===== config.mk =====
export PLATFORM = sky130hd
export DESIGN_NAME = mult_watchdog_flat
export DESIGN_NICKNAME = d
export VERILOG_FILES = /design/src/rtl/mult_watchdog_if.sv /design/src/rtl/mult_watchdog.sv /design/src/flat_wrapper.sv
export SDC_FILE = /design/constraint.sdc
export NUM_CORES = 1
export LEC_CHECK = 0
export BUFFER_PORTS_ARGS = -buffer_cell sky130_fd_sc_hd__buf_2
export CORE_MARGIN = 2
export CORE_UTILIZATION = 30
export CTS_CLUSTER_DIAMETER = 200
export CTS_CLUSTER_SIZE = 16
export DETAILED_ROUTE_END_ITERATION = 6
export PLACE_DENSITY = 0.51
export SETUP_SLACK_MARGIN = 0.5
export SYNTH_ARGS = -nofsm -noshare
export SYNTH_HDL_FRONTEND = slang
export SYNTH_SLANG_ARGS = --single-unit

===== constraint.sdc =====
create_clock -name clk -period 4.1 [get_ports clk]
set_clock_uncertainty 0.05 [all_clocks]
set_input_delay 0.615 -clock clk [delete_from_list [all_inputs] [get_ports clk]]
set_output_delay 0.615 -clock clk [all_outputs]
set_load 0.02 [all_outputs]

===== src/rtl/mult_watchdog_if.sv =====
// Bundle of the monitored start/done/clear pulses and watchdog status for mult_watchdog.
// With MULT_WDOG_STATS_EN defined it also carries the flattened latency statistics.
interface mult_watchdog_if #(
    parameter int NUM_CH = 1,
    parameter int CNT_W  = 24
);
    logic                     limit_sel;
    logic [CNT_W-1:0]         limit_in;
    logic [NUM_CH-1:0]        start;
    logic [NUM_CH-1:0]        done;
    logic [NUM_CH-1:0]        clear;
    logic [NUM_CH-1:0]        busy;
    logic [NUM_CH-1:0]        timeout;
    logic [NUM_CH-1:0]        overlap_err;
    logic [NUM_CH-1:0]        spurious_done;
    logic                     timeout_any;
`ifdef MULT_WDOG_STATS_EN
    logic [NUM_CH*CNT_W-1:0]  last_lat;
    logic [NUM_CH*CNT_W-1:0]  max_lat;
    logic [NUM_CH*16-1:0]     done_cnt;
`endif

    modport master (
        output limit_sel, limit_in, start, done, clear,
`ifdef MULT_WDOG_STATS_EN
        input  last_lat, max_lat, done_cnt,
`endif
        input  busy, timeout, overlap_err, spurious_done, timeout_any
    );

    modport slave (
        input  limit_sel, limit_in, start, done, clear,
`ifdef MULT_WDOG_STATS_EN
        output last_lat, max_lat, done_cnt,
`endif
        output busy, timeout, overlap_err, spurious_done, timeout_any
    );
endinterface


===== src/rtl/mult_watchdog.sv =====
// Per-channel transaction watchdog: IDLE/RUN/EXPIRED FSM with a saturating cycle counter per channel.
// Optional latency statistics are built when MULT_WDOG_STATS_EN is defined.
module mult_watchdog #(
    parameter int NUM_CH    = 1,
    parameter int CNT_W     = 24,
    parameter int DEF_LIMIT = 6553600
) (
    input  logic          clk,
    input  logic          rst,
    mult_watchdog_if.slave wd
);
    typedef enum logic [1:0] {ST_IDLE, ST_RUN, ST_EXP} state_t;

    localparam logic [CNT_W-1:0] DEF_L = CNT_W'(DEF_LIMIT);

    logic [CNT_W-1:0] lim;
    assign lim = wd.limit_sel ? wd.limit_in : DEF_L;

    wire [NUM_CH-1:0] busy_w;
    wire [NUM_CH-1:0] to_w;
    wire [NUM_CH-1:0] ovl_w;
    wire [NUM_CH-1:0] spur_w;
`ifdef MULT_WDOG_STATS_EN
    wire [NUM_CH*CNT_W-1:0] last_w;
    wire [NUM_CH*CNT_W-1:0] max_w;
    wire [NUM_CH*16-1:0]    dcnt_w;
`endif

    genvar gi;
    generate
        for (gi = 0; gi < NUM_CH; gi++) begin : g_ch
            state_t           state_q, state_d;
            logic [CNT_W-1:0] cnt_q, cnt_d;
            logic             ovl_q, ovl_d;
            logic             spur_q, spur_d;
            logic             busy_q, to_q;
            logic             acc_done;
            logic [CNT_W:0]   cnt_p1;
            logic [CNT_W-1:0] cnt_inc;
            logic             expire;

            // cnt_p1 is one bit wider so the limit compare never sees a wrapped value
            assign cnt_p1  = {1'b0, cnt_q} + (CNT_W+1)'(1);
            assign cnt_inc = (&cnt_q) ? cnt_q : cnt_p1[CNT_W-1:0];
            assign expire  = (lim != '0) && (cnt_p1 >= {1'b0, lim});

            always_comb begin
                state_d  = state_q;
                cnt_d    = cnt_q;
                ovl_d    = ovl_q;
                spur_d   = spur_q;
                acc_done = 1'b0;
                if (wd.clear[gi]) begin
                    ovl_d  = 1'b0;
                    spur_d = 1'b0;
                end
                unique case (state_q)
                    ST_IDLE: begin
                        if (wd.start[gi]) begin
                            state_d = ST_RUN;
                            cnt_d   = '0;
                        end else if (wd.done[gi]) begin
                            spur_d = 1'b1;
                        end
                    end
                    ST_RUN: begin
                        if (wd.done[gi]) begin
                            acc_done = 1'b1;
                            cnt_d    = '0;
                            if (!wd.start[gi]) state_d = ST_IDLE;
                        end else if (wd.start[gi]) begin
                            ovl_d = 1'b1;
                            cnt_d = '0;
                        end else begin
                            cnt_d = cnt_inc;
                            if (expire) state_d = ST_EXP;
                        end
                    end
                    ST_EXP: begin
                        if (wd.clear[gi]) begin
                            state_d = ST_IDLE;
                            cnt_d   = '0;
                        end
                    end
                    default: state_d = ST_IDLE;
                endcase
            end

            always_ff @(posedge clk) begin
                if (rst) begin
                    state_q <= ST_IDLE;
                    cnt_q   <= '0;
                    ovl_q   <= 1'b0;
                    spur_q  <= 1'b0;
                    busy_q  <= 1'b0;
                    to_q    <= 1'b0;
                end else begin
                    state_q <= state_d;
                    cnt_q   <= cnt_d;
                    ovl_q   <= ovl_d;
                    spur_q  <= spur_d;
                    busy_q  <= (state_d == ST_RUN);
                    to_q    <= (state_d == ST_EXP);
                end
            end

            assign busy_w[gi] = busy_q;
            assign to_w[gi]   = to_q;
            assign ovl_w[gi]  = ovl_q;
            assign spur_w[gi] = spur_q;

`ifdef MULT_WDOG_STATS_EN
            logic [CNT_W-1:0] last_q, max_q;
            logic [15:0]      dcnt_q;

            always_ff @(posedge clk) begin
                if (rst) begin
                    last_q <= '0;
                    max_q  <= '0;
                    dcnt_q <= '0;
                end else if (acc_done) begin
                    last_q <= cnt_inc;
                    if (cnt_inc > max_q) max_q <= cnt_inc;
                    if (dcnt_q != 16'hFFFF) dcnt_q <= dcnt_q + 16'd1;
                end
            end

            assign last_w[gi*CNT_W +: CNT_W] = last_q;
            assign max_w[gi*CNT_W +: CNT_W]  = max_q;
            assign dcnt_w[gi*16 +: 16]       = dcnt_q;
`endif
        end
    endgenerate

    assign wd.busy          = busy_w;
    assign wd.timeout       = to_w;
    assign wd.overlap_err   = ovl_w;
    assign wd.spurious_done = spur_w;
    assign wd.timeout_any   = |to_w;
`ifdef MULT_WDOG_STATS_EN
    assign wd.last_lat = last_w;
    assign wd.max_lat  = max_w;
    assign wd.done_cnt = dcnt_w;
`endif
endmodule


===== src/flat_wrapper.sv =====
// flat-port wrapper written by rule: the top's interface ports become plain ports
module mult_watchdog_flat 
#(
    parameter int NUM_CH    = 1,
    parameter int CNT_W     = 24,
    parameter int DEF_LIMIT = 6553600
)
  (clk, rst, wd_limit_sel, wd_limit_in, wd_start, wd_done, wd_clear, wd_busy, wd_timeout, wd_overlap_err, wd_spurious_done, wd_timeout_any);
  mult_watchdog_if #(.NUM_CH(NUM_CH), .CNT_W(CNT_W)) wd_i ();
  input  logic clk;
  input  logic rst;
  input wire logic [$bits(wd_i.limit_sel)-1:0] wd_limit_sel;
  input wire logic [$bits(wd_i.limit_in)-1:0] wd_limit_in;
  input wire logic [$bits(wd_i.start)-1:0] wd_start;
  input wire logic [$bits(wd_i.done)-1:0] wd_done;
  input wire logic [$bits(wd_i.clear)-1:0] wd_clear;
  output wire logic [$bits(wd_i.busy)-1:0] wd_busy;
  output wire logic [$bits(wd_i.timeout)-1:0] wd_timeout;
  output wire logic [$bits(wd_i.overlap_err)-1:0] wd_overlap_err;
  output wire logic [$bits(wd_i.spurious_done)-1:0] wd_spurious_done;
  output wire logic [$bits(wd_i.timeout_any)-1:0] wd_timeout_any;
  assign wd_i.limit_sel = wd_limit_sel;
  assign wd_i.limit_in = wd_limit_in;
  assign wd_i.start = wd_start;
  assign wd_i.done = wd_done;
  assign wd_i.clear = wd_clear;
  assign wd_busy = wd_i.busy;
  assign wd_timeout = wd_i.timeout;
  assign wd_overlap_err = wd_i.overlap_err;
  assign wd_spurious_done = wd_i.spurious_done;
  assign wd_timeout_any = wd_i.timeout_any;
  mult_watchdog #(.NUM_CH(NUM_CH), .CNT_W(CNT_W), .DEF_LIMIT(DEF_LIMIT)) u_core (.clk(clk), .rst(rst), .wd(wd_i));
endmodule

Yosys cells after proc, flatten, opt, wreduce, memory -nomap -nowiden. Index checks and enable logic that the tools add are counted.

Register bits after elaboration: 30. Input bits: 30. Word-level logic and storage cells: 43.

$add $sub $neg: 1. Magnitude comparators: 1. Eq/ne operators: 7. Multiplexer cells: 22. Reductions and logical operators: 6.

Operators by type and width (count): 2-to-1 mux 24 bit (6); case mux 24 bit (3 select lines) (1); adder 24 x 1 -> 25 bit (second input constant) (1); greater-or-equal comparator 25 x 24 -> 1 bit (1); AND reduction 24 bit (1); nonzero test 24 bit (1); 2-to-1 mux 2 bit (6); 2-to-1 mux 1 bit (8); case mux 2 bit (3 select lines) (1); equality test 2 x 1 -> 1 bit (second input constant) (2); equality test 2 bit (second input constant) (2); != test 2 bit (second input constant) (2); != test 4 bit (second input constant) (1); AND reduction 4 bit (1); nonzero test 3 bit (1); zero test 2 bit (1); logical AND 1 bit (1).

Logic depth before layout (Yosys ltp). Gate-level depths: netlist (run 1).

Word-level depth: 8. Depth in mapped cells: 13.

Worst setup path after synthesis (run 1). OpenSTA, ideal clock, no wires.

Path type: register -> register. Start: reg u_core.g_ch[0].cnt_q[5]. End: reg u_core.g_ch[0].state_q[1]. Setup time: 0.101 ns. Arrival: 2.747 ns. Slack: 1.202 ns. Cell stages (with the launch flop): 12. Buffers on the path: 0. Period minus slack after synthesis: 2.898 ns. Cell sequence: dfxtp_1 nand3_1 nor4_4 and4_1 nand2_1 xnor2_1 ha_1 nand3_1 nor4_1 o311ai_0 a31o_2 o41ai_1.

Cells in the longest elaborated chain, start to end: 7.

RTL lines: start, declared (line mult_watchdog.sv:33) `logic [CNT_W-1:0] cnt_q, cnt_d;`; start signal, assigned (line mult_watchdog.sv:99) `cnt_q <= cnt_d;`; adder 24 x 1 -> 25 bit (line mult_watchdog.sv:43) `assign cnt_p1 = {1'b0, cnt_q} + (CNT_W+1)'(1);`; greater-or-equal comparator 25 x 24 -> 1 bit (line mult_watchdog.sv:45) `assign expire = (lim != '0) && (cnt_p1 >= {1'b0, lim});`; logical AND 1 bit (line mult_watchdog.sv:45); 2-to-1 mux 2 bit (line mult_watchdog.sv:76) `if (expire) state_d = ST_EXP;`; 2-to-1 mux 2 bit (line mult_watchdog.sv:71) `end else if (wd.start[gi]) begin`; 2-to-1 mux 2 bit (line mult_watchdog.sv:67) `if (wd.done[gi]) begin`; case mux 2 bit (3 select lines) (line mult_watchdog.sv:57) `unique case (state_q)`; end signal, assigned (line mult_watchdog.sv:98) `state_q <= state_d;`; end, declared (line mult_watchdog.sv:32) `state_t state_q, state_d;`.

No other way between the ends. A chain may end at the register's enable or synchronous reset.

Worst setup path after layout (run 1).
Start: reg u_core.g_ch[0].cnt_q[0]. End: reg u_core.g_ch[0].to_q, in the netlist u_core.wd.timeout.

Cells in the longest elaborated chain, start to end: 8.

RTL lines: adder 24 x 1 -> 25 bit (line mult_watchdog.sv:43); greater-or-equal comparator 25 x 24 -> 1 bit (line mult_watchdog.sv:45); logical AND 1 bit (line mult_watchdog.sv:45); 2-to-1 mux 2 bit (line mult_watchdog.sv:76); 2-to-1 mux 2 bit (line mult_watchdog.sv:71); 2-to-1 mux 2 bit (line mult_watchdog.sv:67); case mux 2 bit (3 select lines) (line mult_watchdog.sv:57); equality test 2 bit (line mult_watchdog.sv:103) `to_q <= (state_d == ST_EXP);`; end signal, assigned (line mult_watchdog.sv:103); end, declared (line mult_watchdog.sv:36) `logic busy_q, to_q;`.

No other way between the ends.

==> results of run 1 <==
## sequential cells by signal (all words and copies together) (netlist names)
register	flops
u_core.wd.spurious_done	1
u_core.wd.busy	1
u_core.wd.timeout	1
u_core.g_ch.state_q	2
u_core.g_ch.cnt_q	24
u_core.wd.overlap_err	1
## layer usage
| layer | global-route usage [%] | share of wire (%) | up-vias | wire length, µm |
|---|---|---|---|---|
| li1 | - | - | 1105 | - |
| met1 | 19.72 | 49 | 1004 | 2940 |
| met2 | 23.27 | 46 | 26 | 2757 |
| met3 | 3.451 | 3.1 | 9 | 187 |
| met4 | 5.797 | 2.3 | 0 | 139 |
| met5 | 0 | 0 | - | 0 |
## per-stage QoR
stage / util [%] / power, mW / hold slack (ps) / setup WS [ps]
after floorplan: - / 0.3500 / 426.4 / 1202
after global placement: 33.73 / 0.3785 / 423.7 / 947.0
after detailed placement: 33.73 / 0.3787 / 438.4 / 737.5
after CTS: 34.91 / 0.6340 / 456.2 / 709.2
after global routing: 35.08 / 0.6569 / 489.5 / 523.7
final: 35.08 / 0.6247 / 446.1 / 810.7
## kinds of logic (layout without fill, tap and decap cells)
family / Yosys count / in the layout / synth area share (%)
simple gates: 124 / 124 / 27.96
compound gates: 60 / 60 / 19.52
flops: 30 / 30 / 24.72
fa+ha+maj: 25 / 25 / 12.87
xor+xnor: 22 / 22 / 7.930
buf+inv: 17 / 46 / 4.891
mux: 5 / 5 / 2.111
## path summary, 6_finish.rpt
kind                                start               endpoint  slack (ps)  cells after the start
setup / recovery  u_core.g_ch[0].cnt_q[0]      u_core.wd.timeout         810                     12
hold / removal      u_core.wd.overlap_err  u_core.wd.overlap_err         450                      2
setup reg to reg  u_core.g_ch[0].cnt_q[0]      u_core.wd.timeout         810                     12
hold reg to reg     u_core.wd.overlap_err  u_core.wd.overlap_err         450                      2
## tightest hold or removal path: cells and delay by family, from the launching register on
kind             cells  cell delay (ps)
AO/OA/AOI/OAI        1               60
flip-flops           1              330
AND/OR/NAND/NOR      1               70
## report_power, final
part           switching, mW  internal (mW)
registers            0.00162          0.294
clock network          0.117          0.135
logic                 0.0452         0.0311
total                  0.164          0.460
## timing repair
| action | 4_1_cts | 5_1_grt |
|---|---|---|
| endpoints found under the setup margin | 0 | 2 |
| resized for setup | 0 | 1 |
| buffers inserted | 0 | 1 |
## synth_stat cells (3+ instances only)
cell and count:
sky130_fd_sc_hd__a22o_2 5, sky130_fd_sc_hd__nor2_1 23, sky130_fd_sc_hd__dfxtp_1 30, sky130_fd_sc_hd__nand3_1 15
sky130_fd_sc_hd__mux2i_1 4, sky130_fd_sc_hd__nand2_1 38, sky130_fd_sc_hd__nor3_1 4, sky130_fd_sc_hd__o21ai_0 6
sky130_fd_sc_hd__ha_1 25, sky130_fd_sc_hd__nor4_1 7, sky130_fd_sc_hd__inv_1 3, sky130_fd_sc_hd__xnor2_1 15
sky130_fd_sc_hd__a22o_1 7, sky130_fd_sc_hd__a221o_1 5, sky130_fd_sc_hd__and3_2 5, sky130_fd_sc_hd__xor2_1 7
sky130_fd_sc_hd__a21oi_1 9, sky130_fd_sc_hd__a21oi_2 4, sky130_fd_sc_hd__and3_1 8, sky130_fd_sc_hd__nand4_1 6
sky130_fd_sc_hd__clkbuf_1 4, sky130_fd_sc_hd__a21o_1 4, sky130_fd_sc_hd__buf_6 6, sky130_fd_sc_hd__nor2b_1 4
## final cells by class
cell class	count	area [µm²]
Fill cell	847	5042
Multi-Input combinational cell	236	1717
Sequential cell	30	600.6
Timing Repair Buffer	35	177.7
Tap cell	102	127.6
Clock buffer	7	86.33
Inverter	3	11.26
Clock inverter	1	5.005
==> impl_metrics.ini, run 1 <==
[finish]
n_antenna_cell = 0
final_cell_area_excluding_filler_cells_mm2 = 0.002725
layoutNonFillerInstCount = 414
drive_gt1_share_pct = 23.40
syn2layout_area_growth_pct = 12.15
layout.cells.most_common = sky130_fd_sc_hd__nand2_1
finalNetCount = 366
commonest_cells_after_routing_fill_and_taps_aside = sky130_fd_sc_hd__nand2_1, sky130_fd_sc_hd__buf_2, sky130_fd_sc_hd__dfxtp_1, sky130_fd_sc_hd__ha_1, sky130_fd_sc_hd__nor2_1

[worst_hold_path]
kind_of_path_behind_the_tightest_hold_check = register to register

[floorplan]
chipWidth_um = 94.00
pin_count = 35
fp-row-count = 32
total_die_area_mm2 = 0.008835
floorplan.initialDensity_pct = 31.28
core_region_area_mm2 = 0.007767
fp.dieH_um = 94.00

[logic_synthesis]
synth_area_per_cell_um2 = 8.586
synth_top_cell_by_area = sky130_fd_sc_hd__dfxtp_1
ys_seq_area_share_pct = 24.72
synth_largest_type_area_fraction_pct = 24.72
ys_top_cells_by_area = sky130_fd_sc_hd__dfxtp_1, sky130_fd_sc_hd__ha_1, sky130_fd_sc_hd__nand2_1
synth_nets = 338
ys_ff_latch = 30
post_synth_num_cell_types = 56
mappedNetlistArea_mm2 = 0.002430
synth_edf_count = 0
postSynth.asyncResetShare_pct = 0
postSynthCellCount = 283
synth_flop_cell = sky130_fd_sc_hd__dfxtp_1
number_of_synthesis_warnings = 0

[placement]
numPlacedInstances = 405
detailedPlacementHpwl_mm = 4.651
placed_cell_area_mm2 = 0.002620
gp_congestion = 0.8268
port_buffers = 34

[global_route]
grt_first_pass_wirelength_mm = 10.17
pin_count_of_the_biggest_net_entering_global_routing = 38
initial_antenna_violation_count = 0
gr-total-overflow = 0
global_route.usage.total_pct = 14.86
first_global_vias = 2091

[critical_path]
timing.critical_path.max_delay_family = simple AND/OR/NAND/NOR gates
critPathArrivalTime_ps = 3420
worstPathRequired_ps = 4230
cp.buffers_inverters = 0
timing.critical_path.from_type = register
critPathCaptureType = register
critPathMaxStageDelay_ps = 460
crit_path_cell_trace = ha_1, and4_4, nand2_1, nor2_1, nand3_1, xnor2_1, ha_1, nand2_1, nor4_2, o311ai_0, a31o_2, o41ai_1
critical_path_class = register to register
worst_path_max_delay_cell = sky130_fd_sc_hd__dfxtp_1
cp_max_fo = 6

[clock_tree]
cts_buffers = 5
cts.clk_slew.worst_paths_ps = 70
clock_sinks = 30
clock-root-buffer = sky130_fd_sc_hd__clkbuf_8
clockBufferDepth = 2
clock_insertion_delay_worst_skew_ps = 280
number_of_buffers_inserted_by_hold_repair_at_cts = 0
tritoncts = done
ctsHtreeMaxLevel = 2

[sta]
hold_viol = 0
setup_tns_ps = 0
rel_slew_slack_pct = 41.59
setup-violations-final = 0
timing_worst_slew_pin_value_ps = 874.1
fmax_ghz = 0.3040
min_period_ps = 3289
finalCritPeriodShare_pct = 80.23
rsz0062_at_grt = no
slew_violations = 0

[pwr]
power.density_mw_per_mm2 = 229.2
ir_worst_vdd_v = 0.0001171
cellLeakagePower_nw = 1.230

[route]
ant_nets = 0
viasPerCell = 5.179
drt_pre_antenna_iters = 4
drt-total-wl_mm = 6.024
post-route-drc-count = 0
drt_first_iter_violations = 77
route.vias.total = 2144
route.detailed.wl_per_inst_um = 14.55

[job]
drv_cap = 0

[status]
run_status = complete, no violations
Note: power is estimated with default switching activity, not from simulation.
==> run 2, diff against run 1 <==
- ABC_AREA: not set -> 1
- PLACE_DENSITY: 0.51 -> 0.53
- clock period: 4.1 -> 2.89 ns (I/O delays scaled with it)
==> run 2 against run 1 <==
- synthesized area is 0.77% higher
- final cell count is 25% higher
- total power is 41% higher
- non-clock buffer count is 15 higher
- cell area is 11% higher
- first-iteration DRC count is 100% higher
- die area is 0.75% higher
- register-to-register slack worse by 650 ps
- critical path depth is 7 higher
- maximum frequency is 20% higher
- count of clock-buffer cells in the layout stayed put
- sequential share of layout area is 1.7 points lower
==> impl_metrics.ini, run 2 <==
[sta]
slew_violations = 0
fmax_ghz = 0.3659
worst_slack_ps = 157.2
timing_worst_slew_pin_value_ps = 604.2
finalCritPeriodShare_pct = 94.56
rel_slew_slack_pct = 59.72
rsz0062_at_grt = yes
setup-violations-final = 0
worst_hold_slack_ps = 369.6
setup_tns_ps = 0
hold_viol = 0
min_period_ps = 2733

[placement]
detailedPlacementHpwl_mm = 4.960
gp_congestion = 0.8992
placed_cell_area_mm2 = 0.002725
port_buffers = 34
place_worst_setup_slack_ps = 153.1
numPlacedInstances = 495

[floorplan]
pin_count = 35
fp.dieH_um = 94.35
total_die_area_mm2 = 0.008901
core_region_area_mm2 = 0.007807
chipWidth_um = 94.35
floorplan.initialDensity_pct = 31.36
fp-row-count = 32

[critical_path]
timing.rr.start = u_core.g_ch[0].cnt_q[9]
critPathCaptureType = register
critPathArrivalTime_ps = 2890
timing.critical_path.from_type = register
worstRegToRegCells = 19
critical_path_class = register to register
cp_max_fo = 5
setup_slack_of_the_worst_register_to_register_path_ps = 160
worstReg2RegEnd = u_core.wd.busy
worstPathRequired_ps = 3050
startpoint = u_core.g_ch[0].cnt_q[9]

[logic_synthesis]
postSynth.asyncResetShare_pct = 0
ys_top_cells_by_area = sky130_fd_sc_hd__dfxtp_1, sky130_fd_sc_hd__nand2_1, sky130_fd_sc_hd__ha_1
synth_largest_type_area_fraction_pct = 24.53
synthTopCellsByCount = sky130_fd_sc_hd__nand2_1, sky130_fd_sc_hd__nor2_1, sky130_fd_sc_hd__inv_1
synth_area_per_cell_um2 = 6.672
synth_flop_cell = sky130_fd_sc_hd__dfxtp_1
postSynthCellCount = 367
ys_ff_latch = 30
synthMostInstantiatedCell = sky130_fd_sc_hd__nand2_1
synth_edf_count = 0
synth_nets = 422
number_of_synthesis_warnings = 0
mappedNetlistArea_mm2 = 0.002449
synth_top_cell_by_area = sky130_fd_sc_hd__dfxtp_1
ys_seq_area_share_pct = 24.53
post_synth_num_cell_types = 32

[pwr]
relative_contribution_of_combinational_cells_to_total_power_pct = 12.8
p_switching_mw = 0.2305
cellLeakagePower_nw = 1.475
total_power_mw = 0.8783
ir_worst_vdd_v = 0.0001671
power.share.clock_pct = 39.7
p_int_mw = 0.6478
net_sw_share_pct = 26.25
power.density_mw_per_mm2 = 290.7
seqPwrFrac_pct = 47.5

[clock_tree]
cts.clk_slew.worst_paths_ps = 70
clockBufferDepth = 2
clock-root-buffer = sky130_fd_sc_hd__clkbuf_8
ctsHtreeMaxLevel = 2
number_of_buffers_inserted_by_hold_repair_at_cts = 0
tritoncts = done
clock_sinks = 30
clock_insertion_delay_worst_skew_ps = 280
cts_buffers = 5

[finish]
fin_util_pct = 38.70
drive_gt1_share_pct = 24.58
syn2layout_area_growth_pct = 23.40
n_antenna_cell = 0
register_containing_the_most_flip_flops_in_the_final_layout = u_core.g_ch.cnt_q
final_cell_area_excluding_filler_cells_mm2 = 0.003022
layoutNonFillerInstCount = 517
finalNetCount = 469
layout.cells.most_common = sky130_fd_sc_hd__nand2_1
commonest_cells_after_routing_fill_and_taps_aside = sky130_fd_sc_hd__nand2_1, sky130_fd_sc_hd__inv_1, sky130_fd_sc_hd__nor2_1, sky130_fd_sc_hd__buf_2, sky130_fd_sc_hd__a21oi_1
layout_top_registers = u_core.g_ch.cnt_q: 24 flops, u_core.g_ch.state_q: 2 flops
largest_reg_flops = 24

[global_route]
pin_count_of_the_biggest_net_entering_global_routing = 31
global_route.usage.total_pct = 15.40
grt_first_pass_wirelength_mm = 10.86
gr-total-overflow = 0
initial_antenna_violation_count = 0
first_global_vias = 2366

[route]
drt_first_iter_violations = 154
drt_pre_antenna_iters = 4
route.vias.total = 2458
viasPerCell = 4.754
ant_nets = 0
post-route-drc-count = 0
drt-total-wl_mm = 6.654
route.detailed.wl_per_inst_um = 12.87

[worst_hold_path]
worst_hold_path.endpoint = u_core.wd.spurious_done
worstHoldPathCells = 3
kind_of_path_behind_the_tightest_hold_check = primary input to register
hp-start = wd_done

[status]
run_status = complete, no violations

[job]
drv_cap = 0
==> run 2: layout make-up <==
cell class	instances	area, µm²
multi-input combinational	288	1750
fill	844	4786
tap	102	127.6
sequential	30	615.6
clock inverter	1	5.005
timing repair buffer	50	290.3
inverter	39	146.4
clock buffer	7	86.33
==> run 2: worst max path at each step <==
stage	to	slack, ps	depth (start not counted)
4_1_cts	u_core.wd.busy	220	20
3_3_place_gp	u_core.wd.busy	150	21
3_5_place_dp	u_core.wd.busy	150	21
5_1_grt	u_core.wd.busy	-40	20
6_report	u_core.wd.busy	160	19
2_1_floorplan	u_core.wd.busy	510	21
==> run 2: cells by family (layout without fill, tap and decap cells) <==
logic type | count (synthesis) | in the layout | synth area share [%]
and+or+nand+nor | 198 | 198 | 36.64
AOI/OAI and AO/OA | 45 | 45 | 10.42
buffers and inverters | 49 | 97 | 8.482
adders and majority gates | 25 | 25 | 12.77
xor gates and xnor gates | 20 | 20 | 7.154
DFF | 30 | 30 | 24.53
==> run 2: power by group through the flow <==
stage	combinational, mW	sequential, mW	clock [mW]
6_report	0.112	0.417	0.349
5_1_grt	0.129	0.418	0.375
4_1_cts	0.112	0.418	0.361
3_5_place_dp	0.110	0.428	0
3_3_place_gp	0.110	0.428	0
2_1_floorplan	0.0698	0.430	0
==> run 2: timing repair <==
item,CTS,global route
resized for setup,5,23
pin swaps,3,8
setup endpoints to repair,4,4
buffers inserted,8,6
gates cloned,0,0
==> run 2: critical path, cell delays in order, from the launching register on <==
cell and delay [ps]:
sky130_fd_sc_hd__dfxtp_2 380, sky130_fd_sc_hd__nand2_1 150, sky130_fd_sc_hd__nor2_2 170, sky130_fd_sc_hd__nand2_1 90
sky130_fd_sc_hd__nor3b_1 240, sky130_fd_sc_hd__nand2_1 130, sky130_fd_sc_hd__xor2_1 150, sky130_fd_sc_hd__inv_1 80
sky130_fd_sc_hd__ha_1 270, sky130_fd_sc_hd__nand2_1 120, sky130_fd_sc_hd__inv_1 50, sky130_fd_sc_hd__nand2_1 60
sky130_fd_sc_hd__nand2_1 60, sky130_fd_sc_hd__a21oi_2 110, sky130_fd_sc_hd__nand3_1 80, sky130_fd_sc_hd__nor2_2 120
sky130_fd_sc_hd__nand2_2 90, sky130_fd_sc_hd__nand2_2 80, sky130_fd_sc_hd__nand2_2 60, sky130_fd_sc_hd__a21oi_1 130
==> run 2: routing by layer <==
layer,GRT usage (%),part of all wire [%]
met2,25.77,47
met4,4.952,1.9
met3,1.995,5.2
met1,20.59,46
met5,0,0
